--- src/rtl/multi_port_cacheline_adapter.sv ---
`default_nettype none
// +----------------------------------------------------------------------------+
// | multi_port_cacheline_adapter                                               |
// | Round-robin line-fill / write-back adapter: N cache clients, one burst mem.|
// | Revision: 1.0                                                              |
// +----------------------------------------------------------------------------+
module multi_port_cacheline_adapter #(
  parameter int N_PORTS   = 2,
  parameter int LINE_BITS = 256,
  parameter int BEAT_BITS = 64
) (
  input  logic                         clk,
  input  logic                         rst,
  output logic [31:0]                  bmem_addr,
  output logic                         bmem_read,
  output logic                         bmem_write,
  output logic [BEAT_BITS-1:0]         bmem_wdata,
  input  logic                         bmem_ready,
  input  logic [31:0]                  bmem_raddr,
  input  logic [BEAT_BITS-1:0]         bmem_rdata,
  input  logic                         bmem_rvalid,
  input  logic [N_PORTS*32-1:0]        port_addr,
  input  logic [N_PORTS-1:0]           port_read,
  input  logic [N_PORTS-1:0]           port_write,
  input  logic [N_PORTS*LINE_BITS-1:0] port_wdata,
  output logic [N_PORTS*LINE_BITS-1:0] port_rdata,
  output logic [N_PORTS-1:0]           port_resp,
  output logic                         orphan
);

  localparam int c_beats = LINE_BITS / BEAT_BITS;
  localparam int c_cnt_w = $clog2(c_beats);
  localparam int c_off_w = $clog2(LINE_BITS / 8);
  localparam int c_idx_w = (N_PORTS > 1) ? $clog2(N_PORTS) : 1;
  localparam logic [31:0]        c_align_mask = ~((32'd1 << c_off_w) - 32'd1);
  localparam logic [c_cnt_w-1:0] c_last_beat  = c_cnt_w'(c_beats - 1);

  typedef enum logic [2:0] {
    S_IDLE, S_ISSUE, S_WAIT, S_FILL, S_WBURST, S_DONE
  } state_t;

  state_t               r_state   [N_PORTS];
  state_t               w_state_nx[N_PORTS];
  logic [31:0]          r_addr    [N_PORTS];
  logic [LINE_BITS-1:0] r_line    [N_PORTS];
  logic [N_PORTS-1:0]   r_is_wr;
  logic [c_idx_w-1:0]   r_rr;
  logic [c_cnt_w-1:0]   r_wcnt;
  logic [c_cnt_w-1:0]   r_rcnt;

  logic                 w_locked;
  logic [c_idx_w-1:0]   w_lock_idx;
  logic                 w_gnt_vld;
  logic [c_idx_w-1:0]   w_gnt_idx;
  logic [c_idx_w-1:0]   w_bus_idx;
  logic [31:0]          w_raddr_al;
  logic                 w_beat0;
  logic                 w_match_vld;
  logic [c_idx_w-1:0]   w_match_idx;

  // A port in WBURST owns the bus; otherwise the first ISSUE port from r_rr wins.
  always_comb begin
    w_locked   = 1'b0;
    w_lock_idx = '0;
    w_gnt_vld  = 1'b0;
    w_gnt_idx  = '0;
    for (int i = 0; i < N_PORTS; i++) begin
      if (r_state[i] == S_WBURST) begin
        w_locked   = 1'b1;
        w_lock_idx = c_idx_w'(i);
      end
    end
    if (!w_locked) begin
      for (int k = N_PORTS - 1; k >= 0; k--) begin
        if (r_state[c_idx_w'((int'(r_rr) + k) % N_PORTS)] == S_ISSUE) begin
          w_gnt_vld = 1'b1;
          w_gnt_idx = c_idx_w'((int'(r_rr) + k) % N_PORTS);
        end
      end
    end
  end

  always_comb begin
    w_bus_idx  = w_locked ? w_lock_idx : w_gnt_idx;
    bmem_addr  = r_addr[w_bus_idx];
    bmem_read  = w_gnt_vld && !r_is_wr[w_gnt_idx];
    bmem_write = w_locked || (w_gnt_vld && r_is_wr[w_gnt_idx]);
    bmem_wdata = r_line[w_bus_idx][int'(r_wcnt)*BEAT_BITS +: BEAT_BITS];
  end

  // Beat 0 of a burst picks the lowest-index waiter with the same line address.
  always_comb begin
    w_raddr_al  = bmem_raddr & c_align_mask;
    w_beat0     = bmem_rvalid && (r_rcnt == '0);
    w_match_vld = 1'b0;
    w_match_idx = '0;
    for (int i = N_PORTS - 1; i >= 0; i--) begin
      if (r_state[i] == S_WAIT && r_addr[i] == w_raddr_al) begin
        w_match_vld = 1'b1;
        w_match_idx = c_idx_w'(i);
      end
    end
    orphan = w_beat0 && !w_match_vld;
  end

  always_comb begin
    for (int i = 0; i < N_PORTS; i++) begin
      w_state_nx[i] = r_state[i];
      case (r_state[i])
        S_IDLE:   if (port_read[i] || port_write[i]) w_state_nx[i] = S_ISSUE;
        S_ISSUE:  if (w_gnt_vld && w_gnt_idx == c_idx_w'(i)) begin
                    if (r_is_wr[i])      w_state_nx[i] = S_WBURST;
                    else if (bmem_ready) w_state_nx[i] = S_WAIT;
                  end
        S_WAIT:   if (w_beat0 && w_match_vld && w_match_idx == c_idx_w'(i))
                    w_state_nx[i] = S_FILL;
        S_FILL:   if (bmem_rvalid && r_rcnt == c_last_beat) w_state_nx[i] = S_DONE;
        S_WBURST: if (bmem_ready && r_wcnt == c_last_beat) w_state_nx[i] = S_DONE;
        S_DONE:   w_state_nx[i] = S_IDLE;
        default:  w_state_nx[i] = S_IDLE;
      endcase
    end
  end

  always_ff @(posedge clk) begin
    if (!rst) begin
      for (int i = 0; i < N_PORTS; i++) r_state[i] <= S_IDLE;
      r_rr   <= '0;
      r_wcnt <= '0;
      r_rcnt <= '0;
    end else begin
      for (int i = 0; i < N_PORTS; i++) r_state[i] <= w_state_nx[i];
      if (w_gnt_vld && (r_is_wr[w_gnt_idx] || bmem_ready))
        r_rr <= c_idx_w'((int'(w_gnt_idx) + 1) % N_PORTS);
      // Both counters wrap to zero on their last beat since BEATS is a power of two.
      if (bmem_write && bmem_ready) r_wcnt <= r_wcnt + 1'b1;
      if (bmem_rvalid)              r_rcnt <= r_rcnt + 1'b1;
    end
  end

  // The line register holds write-back data for writes and collects fill beats for reads.
  always_ff @(posedge clk) begin
    for (int i = 0; i < N_PORTS; i++) begin
      if (r_state[i] == S_IDLE && (port_read[i] || port_write[i])) begin
        r_addr[i]  <= port_addr[i*32 +: 32] & c_align_mask;
        r_is_wr[i] <= port_write[i];
        r_line[i]  <= port_wdata[i*LINE_BITS +: LINE_BITS];
      end else if (w_beat0 && w_match_vld && w_match_idx == c_idx_w'(i)) begin
        r_line[i][BEAT_BITS-1:0] <= bmem_rdata;
      end else if (r_state[i] == S_FILL && bmem_rvalid) begin
        r_line[i][int'(r_rcnt)*BEAT_BITS +: BEAT_BITS] <= bmem_rdata;
      end
    end
  end

  for (genvar gi = 0; gi < N_PORTS; gi++) begin : g_port
    assign port_rdata[gi*LINE_BITS +: LINE_BITS] = r_line[gi];
    assign port_resp[gi]                         = (r_state[gi] == S_DONE);
  end

endmodule
`default_nettype wire

--- config.mk ---
export PLATFORM = sky130hd
export DESIGN_NAME = multi_port_cacheline_adapter
export DESIGN_NICKNAME = d
export VERILOG_FILES = /design/src/rtl/multi_port_cacheline_adapter.sv
export SDC_FILE = /design/constraint.sdc
export NUM_CORES = 1
export LEC_CHECK = 0
export CORE_AREA = 2 2 508 510
export CTS_BUF_LIST = sky130_fd_sc_hd__clkbuf_8
export CTS_CLUSTER_SIZE = 12
export DETAILED_ROUTE_END_ITERATION = 16
export DIE_AREA = 0 0 510 512
export GPL_ROUTABILITY_DRIVEN = 0
export GPL_TIMING_DRIVEN = 0
export PLACE_DENSITY_LB_ADDON = 0.1
export SYNTH_ARGS = -nofsm -noshare
export SYNTH_HDL_FRONTEND = slang
export SYNTH_SLANG_ARGS = --single-unit
--- constraint.sdc ---
create_clock -name clk -period 4.87 [get_ports clk]
set_clock_uncertainty 0.15 [all_clocks]
set_input_delay 1.2175 -clock clk [delete_from_list [all_inputs] [get_ports clk]]
set_output_delay 1.2175 -clock clk [all_outputs]
set_load 0.02 [all_outputs]
==> flow_summary_export.csv, run 1 <==
group,metric,value,unit
status,status,"finished with violations",
status,violations,"max-capacitance violations, max-slew violations",
pwr,total_power,35.5,mW
sta,setup_viol,0,
placement,dp_slack,-2.10,ns
synthesis,synth_top_area_share,59.2,%
final_layout,layout_common_cells,"clkdlybuf4s50_1, nand2_1, edfxtp_1",
global_routing,grt_overflow,0,
synthesis,synth_compound_area_share,11.6,%
placement,hpwl,249,mm
synthesis,syn_area,28800,um2
sta,slew_headroom,-0.960,%
clock_tree,numCtsBuffers,143,
synthesis,synth-xor-area-share,1.70,%
global_routing,grt_pass1_vias,30085,
detailed_routing,post_drt_wl_per_cell,43.8,um
detailed_routing,drc,0,
floorplanning,core_area,256000,um2
synthesis,avgSynthCellArea,12.5,um2
sta,fin_crit_sh,99.1,%
final_layout,area_growth,76.3,%
synthesis,ys_ff_latch,580,
floorplanning,initial_core_util,11.3,%
clock_tree,cts_sinks,580,
sta,slew_violations,11,
synthesis,yosysTopAreaCell,"edfxtp_1",
global_routing,antenna_found_initial,161,
clock_tree,clk_pin_slew,0.05,ns
global_routing,grt_pass1_wl,389,mm
sta,worst_pin_slew,1.51,ns
floorplanning,row_count,186,
setup_path,worstPathRequired,3.50,ns
clock_tree,tritoncts,"built",
setup_path,critPathArrivalTime,3.46,ns
setup_path,cp_max_fo,3,
synthesis,synth_top_family_by_area,"multiplexers",
detailed_routing,num_vias,29187,
synthesis,synthCells,2300,
pwr,p_leak,17.8,nW
detailed_routing,drt-total-wl,321,mm
final_layout,fin_util,19.9,%
detailed_routing,wl_met1,129,mm
synthesis,ys_async_sr_fraction,0,%
final_layout,drive_above_1_share,17.3,%
floorplanning,io_pins,1293,
pwr,ir_drop,512,uV
sta,fin_ws,0.0449,ns
synthesis,yosys.area_share.simple,9.69,%
clock_tree,clock_tree.root_cell,"clkbuf_8",
setup_path,worst_setup_path_start_kind,"input pin",
detailed_routing,dr.first_iter.drc_count,2326,
detailed_routing,highest_layer,"met5",
global_routing,grt_use_total,23.8,%
clock_tree,clk_latency,0.88,ns
detailed_routing,dr.pass1.iters,5,
clock_tree,ctsHtreeMaxLevel,4,
synthesis,synth_flop_cell,"edfxtp_1",
synthesis,yosysSeqAreaShare,60.0,%
pwr,p_per_area,699,nW/um2
detailed_routing,dr_wl_met3,28.2,mm
floorplanning,die_x,510,um
synthesis,synth_area_leaders,"edfxtp_1, mux4_2, nand2_1",
synthesis,synth-adder-area-share,0.261,%
synthesis,synth_mux_area_share,13.7,%
worst_hold_path,hold_class,"reg2reg",
job,cap_violations,1,
final_layout,final_nets,4501,
synthesis,synth_cell_types,58,
final_layout,final_common_cell,"clkdlybuf4s50_1",
clock_tree,cts_hold_buf,0,
detailed_routing,viasPerCell,3.98,
synthesis,yosys_warnings,0,
setup_path,crit_path_end_kind,"output pin",
detailed_routing,final_antenna_net_count,0,
setup_path,critPathKind,"in2out",
sta,timing.final.hold_violations,0,
floorplanning,die-area,261000,um2
global_routing,grt_start_max_net_pins,34,
sta,period_minus_slack,4.83,ns
floorplanning,die_h,512,um
clock_tree,clk_path_buf_depth,3,
placement,io_buffer_count,1270,
sta,whs,0.415,ns
detailed_routing,wl_met2,154,mm
sta,grt_setup_unrepaired,"yes",
synthesis,synth_edf_count,568,
sta,max_freq,207,MHz
routing by layer:
| layer | up-vias | global-route usage, % |
|---|---|---|
| met5 | - | 0 |
| met4 | 98 | 5.65 |
| met3 | 426 | 8.04 |
| met2 | 1632 | 40.5 |
| met1 | 15203 | 28.5 |
| li1 | 11828 | - |
state kept, by name, summed over array words and instances, names as in the netlist, named ones only:
| signal | cells |
|---|---|
| r_line | 512 |
| r_addr | 54 |
| r_state | 6 |
| r_is_wr | 2 |
| r_rcnt | 2 |
| r_wcnt | 2 |
| r_rr | 1 |
stage by stage:
stage,cells,instance area (um2),TNS [ns]
2_1_floorplan,2304,28800,0
3_3_place_gp,6958,45800,-3640.07
3_5_place_dp,7013,47100,-613.80
4_1_cts,7293,50700,-1.64
5_1_grt,7306,50700,-0.0916
6_report,7337,50800,0
cell families (layout without fill, tap and decap cells):
logic type                 after synthesis  count (layout)
AOI/OAI and AO/OA                      550             550
xor gates and xnor gates                56              56
adders and majority gates                6               6
buffers and inverters                  190            1801
DFF                                    580             580
muxes                                  223             223
other                                    1              43
and+or+nand+nor                        694             694
synthesized netlist by cell type, types with 4 or more instances:
library cell and instances:
nand2_1 614, nor3b_1 6, xnor2_1 32, a21boi_0 4
nand4_1 15, buf_2 9, xor2_1 24, dfxtp_1 12
o21ai_0 390, mux2_1 8, a22o_1 128, buf_1 6
nor2_1 13, mux2_2 83, buf_6 15, ha_1 6
nand3_1 8, a21oi_1 6, edfxtp_1 568, clkbuf_1 148
buf_4 5, nor4_1 10, inv_1 7, mux4_2 129
nor3_1 5
report_power, final:
| part | switching [mW] | leakage [nW] | total [mW] | internal [mW] |
|---|---|---|---|---|
| registers | 1.64 | 5.63 | 9.84 | 8.20 |
| clock network | 2.94 | 1.47 | 5.98 | 3.04 |
| logic | 12.0 | 10.7 | 19.7 | 7.72 |
critical path, stage by stage:
cell	delay, ns
clkdlybuf4s50_1	0.46
xnor2_1	0.37
nand4_1	0.22
nor4_4	0.53
nand2_1	0.10
o31ai_1	0.07
nor2_1	0.07
dlygate4sd2_1	0.40
area by class of cell:
class / count / area, um2
Clock inverter: 99 / 582
Buffer: 179 / 1200
Tap cell: 3384 / 4230
Sequential cell: 580 / 17300
Timing Repair Buffer: 1370 / 14400
Clock buffer: 146 / 2010
Multi-Input combinational cell: 1534 / 10900
Inverter: 7 / 26.3
Fill cell: 28010 / 205000
Antenna cell: 38 / 95.1
path summary, 6_finish.rpt:
kind                    to           start  cells after the start  slack (ns)
min reg2reg      r_rcnt[1]       r_rcnt[1]                      2        0.42
max reg2reg  r_line[0][34]   r_state[0][0]                     12        0.19
max                 orphan  bmem_raddr[17]                      8        0.04
min              r_rcnt[1]       r_rcnt[1]                      2        0.42
repair_timing:
action | in CTS | in global routing
endpoints found under the setup margin | 461 | 78
setup buffers | 34 | 7
pin swaps | 4 | 5
hold endpoints to repair | 0 | 0
cloned | 5 | 1
resized for setup | 364 | 83
Power figures use the tool's default switching activity.
==> run 2, diff against run 1 <==
- CAP_MARGIN: unset -> 20
- SETUP_SLACK_MARGIN: unset -> 0.05
- SLEW_MARGIN: unset -> 20
==> flow_summary_export.csv, run 2 (same netlist as run 1, synthesis figures left out) <==
group,metric,value,unit
final_layout,finalNonFillerCells,7408,
clock_tree,clock_tree.root_cell,"clkbuf_8",
final_layout,layout_common_cells,"clkdlybuf4s50_1, nand2_1, edfxtp_1",
detailed_routing,drc,0,
sta,grt_setup_unrepaired,"yes",
floorplanning,die_x,510,um
setup_path,cp_max_fo,6,
sta,fin_tns_setup,0,ns
global_routing,grt_use_total,24.1,%
global_routing,grt_start_max_net_pins,29,
floorplanning,row_count,186,
clock_tree,clk_pin_slew,0.06,ns
final_layout,area_growth,80.5,%
final_layout,largest_reg_flops,512,
pwr,total_power,37.5,mW
placement,io_buffer_count,1270,
sta,fin_ws,0.0198,ns
final_layout,final_nets,4552,
sta,fin_crit_sh,99.6,%
sta,worst_pin_slew,1.29,ns
global_routing,antenna_found_initial,160,
placement,hpwl,248,mm
clock_tree,ctsHtreeMaxLevel,4,
floorplanning,io_pins,1293,
detailed_routing,drt-total-wl,324,mm
sta,slew_violations,0,
detailed_routing,final_antenna_net_count,0,
sta,setup_viol,0,
final_layout,final_area,52000,um2
sta,max_freq,206,MHz
setup_path,crit_path_end_kind,"output pin",
floorplanning,die_h,512,um
clock_tree,cts_hold_buf,0,
detailed_routing,dr.pass1.iters,5,
final_layout,drive_above_1_share,19.8,%
global_routing,grt_pass1_vias,30381,
detailed_routing,num_vias,29607,
sta,timing.final.hold_violations,0,
detailed_routing,post_drt_wl_per_cell,43.8,um
placement,dpl.cell_count,7015,
clock_tree,tritoncts,"built",
worst_hold_path,hold_class,"reg2reg",
sta,whs,0.421,ns
final_layout,fin_util,20.3,%
clock_tree,cts_sinks,580,
detailed_routing,viasPerCell,4.00,
setup_path,critPathKind,"reg2out",
setup_path,critPathArrivalTime,3.48,ns
final_layout,fill_cells,27790,
clock_tree,numCtsBuffers,142,
floorplanning,initial_core_util,11.3,%
floorplanning,die-area,261000,um2
setup_path,worst_setup_path_start_kind,"flip-flop",
floorplanning,core_area,256000,um2
sta,period_minus_slack,4.85,ns
detailed_routing,dr.first_iter.drc_count,2321,
clock_tree,clk_path_buf_depth,3,
clock_tree,clk_latency,0.89,ns
final_layout,top_regs,"r_line x512, r_addr x54, r_state x6",
pwr,ir_drop,437,uV
final_layout,final_common_cell,"clkdlybuf4s50_1",
placement,dpl_cell_area,47300,um2
pwr,p_per_area,721,nW/um2
placement,dp_slack,-1.52,ns
final_layout,largest-register,"r_line",
global_routing,grt_pass1_wl,394,mm
sta,slew_headroom,14.0,%
setup_path,worstPathRequired,3.50,ns
status,status,"complete, no violations",
global_routing,grt_overflow,0,
pwr,p_leak,18.6,nW
job,cap_violations,0,
-- run 2: per-layer routing --
metal | track usage [%] | part of all wire [%] | vias up
met2 | 41.0 | 48 | 1682
li1 | - | - | 11950
met5 | 0 | 0.20 | -
met4 | 5.44 | 2.4 | 96
met1 | 28.9 | 41 | 15456
met3 | 8.14 | 8.3 | 423
-- run 2: cell type report --
| type | instances | area, um2 | area share (%) |
|---|---|---|---|
| Sequential cell | 580 | 17300 | 33.3 |
| Timing Repair Buffer | 1424 | 15400 | 29.6 |
| Multi-Input combinational cell | 1534 | 11100 | 21.4 |
| Tap cell | 3384 | 4230 | 8.14 |
| Clock buffer | 142 | 1950 | 3.76 |
| Buffer | 177 | 1190 | 2.29 |
| Clock inverter | 105 | 568 | 1.09 |
| Antenna cell | 55 | 138 | 0.265 |
| Inverter | 7 | 26.3 | 0.0505 |
-- run 2: worst paths after layout --
kind / from / end / slack (ns) / cells past startpoint
min: r_rcnt[1] / r_rcnt[1] / 0.42 / 2
max: r_state[0][0] / bmem_wdata[9] / 0.02 / 13
min reg2reg: r_rcnt[1] / r_rcnt[1] / 0.42 / 2
max reg2reg: r_state[0][0] / r_line[0][20] / 0.26 / 11
-- run 2: worst max-delay path, stage by stage (launching register included) --
cell and delay, ns:
dfxtp_4 0.35, or3b_4 0.43, nand3_2 0.09, nand2_2 0.07, a221oi_4 0.29, buf_4 0.16
buf_6 0.11, buf_16 0.12, buf_16 0.16, buf_12 0.14, buf_8 0.11, buf_8 0.11
mux2_4 0.30, buf_6 0.14
-- run 2: repair_timing --
action,4_1_cts,5_1_grt
resized for setup,593,206
pin swaps,9,5
cloned,9,0
buffers inserted,68,29
endpoints found under the setup margin,356,153
-- run 2: where the power goes --
group | internal [mW] | switching [mW]
Clock | 2.84 | 3.03
Sequential | 8.20 | 1.65
Combinational | 9.20 | 12.6
Total | 20.2 | 17.2
